--- config.mk ---
export PLATFORM = sky130hd
export DESIGN_NAME = mem_port_arbiter
export DESIGN_NICKNAME = d
export VERILOG_FILES = /design/src/rtl/mem_port_arbiter.sv
export SDC_FILE = /design/constraint.sdc
export NUM_CORES = 1
export LEC_CHECK = 0
export ABC_CLOCK_PERIOD_IN_PS = 1950
export CAP_MARGIN = 20
export CORE_AREA = 2 2 125 127
export DETAILED_ROUTE_END_ITERATION = 12
export DIE_AREA = 0 0 127 129
export HOLD_SLACK_MARGIN = 0.03
export PLACE_DENSITY = 0.8
export SETUP_SLACK_MARGIN = 0.15
export SLEW_MARGIN = 5
export SYNTH_ARGS = -nofsm -noshare
export SYNTH_HDL_FRONTEND = slang
export SYNTH_SLANG_ARGS = --single-unit
--- constraint.sdc ---
create_clock -name clk -period 1.95 [get_ports clk]
set_input_delay 0.195 -clock clk [delete_from_list [all_inputs] [get_ports clk]]
set_output_delay 0.195 -clock clk [all_outputs]
set_load 0.05 [all_outputs]
--- src/rtl/mem_port_arbiter.sv ---
`timescale 1ns/1ps
// mem_port_arbiter
// Shares one single-outstanding memory port between a fetch requester (if_*)
// and a data requester (dm_*). Grants are combinational in IDLE; the accepted
// request is captured into the registered mem_* outputs and held until the
// memory acknowledges or the timeout aborts the transaction.
//
// Ports:
//   clk, rst_n                         clock, asynchronous active-low reset
//   if_req, if_addr                    fetch request (held until if_gnt)
//   if_gnt, if_rvalid, if_rdata        fetch accept pulse, completion pulse, data
//   dm_req, dm_we, dm_be, dm_addr,
//   dm_wdata                           data request (held until dm_gnt)
//   dm_gnt, dm_rvalid, dm_rdata        data accept pulse, completion pulse, load data
//   mem_req, mem_we, mem_be, mem_addr,
//   mem_wdata                          registered memory-side request
//   mem_ack, mem_rdata                 memory completion and read data
//   err                                one-cycle pulse on timeout abort
module mem_port_arbiter #(
  parameter int STARVE_LIMIT = 4,
  parameter int TIMEOUT      = 255
) (
  input  logic        clk,
  input  logic        rst_n,
  input  logic        if_req,
  input  logic [31:0] if_addr,
  output logic        if_gnt,
  output logic        if_rvalid,
  output logic [31:0] if_rdata,
  input  logic        dm_req,
  input  logic        dm_we,
  input  logic [3:0]  dm_be,
  input  logic [31:0] dm_addr,
  input  logic [31:0] dm_wdata,
  output logic        dm_gnt,
  output logic        dm_rvalid,
  output logic [31:0] dm_rdata,
  output logic        mem_req,
  output logic        mem_we,
  output logic [3:0]  mem_be,
  output logic [31:0] mem_addr,
  output logic [31:0] mem_wdata,
  input  logic        mem_ack,
  input  logic [31:0] mem_rdata,
  output logic        err
);

  localparam int SW = (STARVE_LIMIT > 0) ? $clog2(STARVE_LIMIT + 1) : 1;
  localparam int TW = (TIMEOUT > 1) ? $clog2(TIMEOUT + 1) : 1;

  typedef enum logic [1:0] {
    IDLE    = 2'd0,
    BUSY_IF = 2'd1,
    BUSY_DM = 2'd2
  } state_t;

  state_t        state;
  state_t        state_next;
  logic [SW-1:0] starve_cnt;
  logic [TW-1:0] tcnt;
  logic          starve_sat;
  logic          timeout_hit;
  logic          busy;
  logic          finish;
  logic [31:0]   finish_data;

  assign starve_sat  = (starve_cnt == SW'(STARVE_LIMIT));
  assign busy        = (state != IDLE);
  assign finish      = busy && (mem_ack || timeout_hit);
  // An abort completes the transaction with zero data.
  assign finish_data = mem_ack ? mem_rdata : 32'h0;

  // State register.
  always_ff @(posedge clk or negedge rst_n) begin
    if (!rst_n) begin
      state <= IDLE;
    end else begin
      state <= state_next;
    end
  end

  // Next state and grants. Grants are gated with rst_n so they read 0 while
  // reset is held, even though the decode itself sits in IDLE.
  // The data side wins ties until it has starved fetch for STARVE_LIMIT grants.
  // Ack takes priority over a timeout reached in the same cycle.
  always_comb begin
    state_next  = state;
    if_gnt      = 1'b0;
    dm_gnt      = 1'b0;
    timeout_hit = 1'b0;
    case (state)
      IDLE: begin
        if (rst_n && if_req && (!dm_req || starve_sat)) begin
          if_gnt     = 1'b1;
          state_next = BUSY_IF;
        end else if (rst_n && dm_req) begin
          dm_gnt     = 1'b1;
          state_next = BUSY_DM;
        end
      end
      BUSY_IF, BUSY_DM: begin
        if (mem_ack) begin
          state_next = IDLE;
        end else if (tcnt == TW'(TIMEOUT - 1)) begin
          timeout_hit = 1'b1;
          state_next  = IDLE;
        end
      end
      default: state_next = IDLE;
    endcase
  end

  // Request capture, memory port, completion pulses and counters.
  always_ff @(posedge clk or negedge rst_n) begin
    if (!rst_n) begin
      mem_req    <= 1'b0;
      mem_we     <= 1'b0;
      mem_be     <= 4'h0;
      mem_addr   <= 32'h0;
      mem_wdata  <= 32'h0;
      if_rvalid  <= 1'b0;
      if_rdata   <= 32'h0;
      dm_rvalid  <= 1'b0;
      dm_rdata   <= 32'h0;
      err        <= 1'b0;
      starve_cnt <= '0;
      tcnt       <= '0;
    end else begin
      if_rvalid <= 1'b0;
      dm_rvalid <= 1'b0;
      err       <= 1'b0;

      if (if_gnt) begin
        mem_req    <= 1'b1;
        mem_we     <= 1'b0;
        mem_be     <= 4'hF;
        mem_addr   <= if_addr;
        mem_wdata  <= 32'h0;
        tcnt       <= '0;
        starve_cnt <= '0;
      end else if (dm_gnt) begin
        mem_req   <= 1'b1;
        mem_we    <= dm_we;
        mem_be    <= dm_be;
        mem_addr  <= dm_addr;
        mem_wdata <= dm_wdata;
        tcnt      <= '0;
        if (if_req && !starve_sat) begin
          starve_cnt <= starve_cnt + SW'(1);
        end
      end

      if (finish) begin
        mem_req <= 1'b0;
        err     <= timeout_hit;
        if (state == BUSY_IF) begin
          if_rvalid <= 1'b1;
          if_rdata  <= finish_data;
        end else begin
          dm_rvalid <= 1'b1;
          // Stores report completion with zero data.
          dm_rdata  <= mem_we ? 32'h0 : finish_data;
        end
      end else if (busy) begin
        tcnt <= tcnt + TW'(1);
      end
    end
  end

endmodule

==> results.md <==
- IO Pins: 277
- RR Startpoint: starve_cnt[1]
- Die width: between 100 and 150 um
- Vias/cell: 5.26
- Vias: 5521
- Worst Hold Launch: rst_n
- Layout area overhead: 65.6%
- Post-synth top area share: around three fifths
- Initial Util: just over 40%
- Pint: slightly below 0.01 W
- Fmax: 0.525 GHz
- RSZ-0062 raised after global routing: true
- FP Rows: 45
- DRT Wirelength: 20.0 mm
- Seq cells post-synth: 150
- Status: finished, final reports clean
- WHS Path Cells: 3
- CP startpoint kind: flop
- Vias in the first global route: 5711
- Ys async rst share: 100%
- Syn Inst Count: roughly 540
- CP Class: reg2out
- Number of buffers created by CTS: 17
- # DRC: 0
- Avg Inst Size Synth: 11.5 um2
- Final setup violation count: 0
- Clock Tree Buf Depth: 2
- Sequential cell area: 3750 um2
- Clk Latency, worst-skew pair: 410 ps
- Largest net degree at the start of global routing: 88
- Input/output buffers: 276
- Critical Path Fanout Max: 3
- GRT Resource Usage Total: roughly a quarter
- Global route overflow: 0
- Leak Pwr: 5.51 nW
- Setup crit end kind: output port
- Sw frac: 48.2%
- Net Switching: 0.00914 W
- Critical Path RT: 1750 ps
- Post-route insts no fill: between 1000 and 1500
- Pwr Total: 0.0190 W
- Net count, final: 992
- RD Place Congestion: 0.800
- VDD IR max: between 0.001 and 0.0015 V
- Slew headroom: 41.6%
- Core area: between 10000 and 15000 um2
- Antenna Nets Post-Route: 0
- Comb power frac: a little under three fifths
- Worst endpoint data arrival time: 1710 ps
- Clk root buf: clkbuf_16
- CTS sink count: 150
- Pre-antenna DRT Iters: 5
- Share of cells above drive strength 1: 12.7%
- Die height: 129 um
- Hold Path Class: in2reg
- Synth top area cells: dfrtp_1 (60%), a22o_1 (9.0%), nand2_1 (6.9%)
- Initial antenna violation count: 0
- Ys Warns: 0
- Synth area leader: dfrtp_1
- Power Density: 1840 nW/um2
- Register share of total power: 27.9%
- Setup Skew: 6.61 ps
- Max-slew violations: 0
- DP HPWL: 13.2 mm
- Reg-to-Reg End: mem_wdata[13]
- TNS Setup: 0 ps
- Top FF cell, synth: dfrtp_1
- Sequential area share after synthesis: 60.4%
- Die area: 16400 um2
- Max-cap violations: 0
- Number of synthesized flops with an enable pin: 0
- Hold Crit Endpoint: tcnt[5]
- Area of the multi-input gates: 2240 um2
- Mapped cell area: 6220 um2
- Starting DRT DRC Count: 277
- Final worst path period need: 1900 ps
- Commonest non-fill, non-tap cell in the layout: clkdlybuf4s50_1
- Filler cells: 1078
- ANT cells: 0
- Pre-CTS setup slack: 135 ps
- Clock H-tree levels: 4
- First-pass GRT wire length: 29.8 mm
- Cell variety after synth: 38
- Placed Cells: 987
- Clk pin slew, worst setup/hold paths: around 60 ps
- CTS tree: built
- Reg2reg setup slack: between 100 and 150 ps
- Measured slew at the worst slew-check pin: a little under 900 ps
- Worst setup margin: 45.0 ps
- Mapped Nets: 685
- Worst Reg2Reg Path Length in Cells: 10
- Clock share of power: roughly 17%
- Final hold violation count: 0
- Fin crit share: a little over nine tenths
- Most frequent cells in the layout: clkdlybuf4s50_1 (153), dfrtp_1 (150), nand2_1 (112)
- Fin Hold WS: 191 ps
- Avg WL per Cell: 19.1 um
## how the worst max path moves through the flow
stage,from,end,slack (ps)
after floorplan,state[0],tcnt[5],300
final,starve_cnt[1],if_gnt,50
after global placement,state[0],tcnt[5],190
after global routing,starve_cnt[0],if_gnt,6
after CTS,state[0],dm_gnt,70
after detailed placement,state[0],tcnt[5],140
## layer usage
| layer | track usage, % | up-vias | part of all wire [%] |
|---|---|---|---|
| met1 | 27.0 | 2702 | 38 |
| li1 | - | 2521 | - |
| met3 | 6.07 | 29 | 7.6 |
| met4 | 8.14 | 0 | 2.0 |
| met2 | 42.1 | 269 | 53 |
| met5 | 0 | - | 0 |
## kinds of logic after synthesis
group                    share of synthesized area [%]
AND/OR/NAND/NOR                                   10.4
adder cells (fa/ha/maj)                           1.21
XOR/XNOR                                         0.282
AO/OA/AOI/OAI                                     16.9
flip-flops                                        60.4
multiplexers                                      5.64
buffers and inverters                             5.15
## metrics by stage
step / util (%) / cell area (um2)
floorplan: - / 6220
global placement: 61.7 / 9230
detailed placement: 61.7 / 9230
CTS: 66.6 / 9980
global route: 68.7 / 10300
finish: 68.7 / 10300
## critical path: stages, from the launching register on
cell	delay, ps
dfrtp_1	390
inv_2	100
ha_4	160
nand2_4	60
a21oi_4	170
nand2_2	80
inv_2	90
buf_12	120
buf_12	130
## power by group through the flow
stage	clock network [W]	registers [W]	logic, W
2_1_floorplan	0	0.00981	0.00218
5_1_grt	0.00343	0.00544	0.0109
3_3_place_gp	0	0.00527	0.0103
3_5_place_dp	0	0.00536	0.0105
6_report	0.00323	0.00529	0.0105
4_1_cts	0.00331	0.00530	0.0104
## synth_stat cells (4+ instances only)
cell type / n
dfrtp_1: 150
nand2_1: 115
a22o_1: 64
o21ai_0: 51
mux2i_1: 35
o21ai_1: 17
buf_4: 13
nand3_1: 12
inv_1: 11
buf_6: 10
buf_2: 7
a21oi_1: 6
ha_1: 6
nor2_1: 5
clkbuf_1: 4
## registers in the layout (all words and copies together), names as in the netlist
register and count:
mem_wdata 32, dm_rdata 32, starve_cnt 3, mem_be 4
state 2, err 1, if_rvalid 1, mem_we 1
mem_addr 32, mem_req 1, if_rdata 32, tcnt 8
dm_rvalid 1
## timing repair
action                                  CTS  global route
hold buffers                              2             0
gates resized for setup                  73            74
endpoints found under the setup margin   62           172
pin swaps                                 3            10
hold endpoints to repair                103             0
gates cloned                              2             1
setup buffers                            13            12
## cell type report
cell class	count	area share (%)
repair buffers	325	33.3
multi-input cells	342	21.7
inverters	12	0.474
well taps	188	2.29
flip-flops and latches	150	36.5
clock buffers	19	4.40
clock inverters	13	1.31
Note: power is estimated with default switching activity, not from simulation.
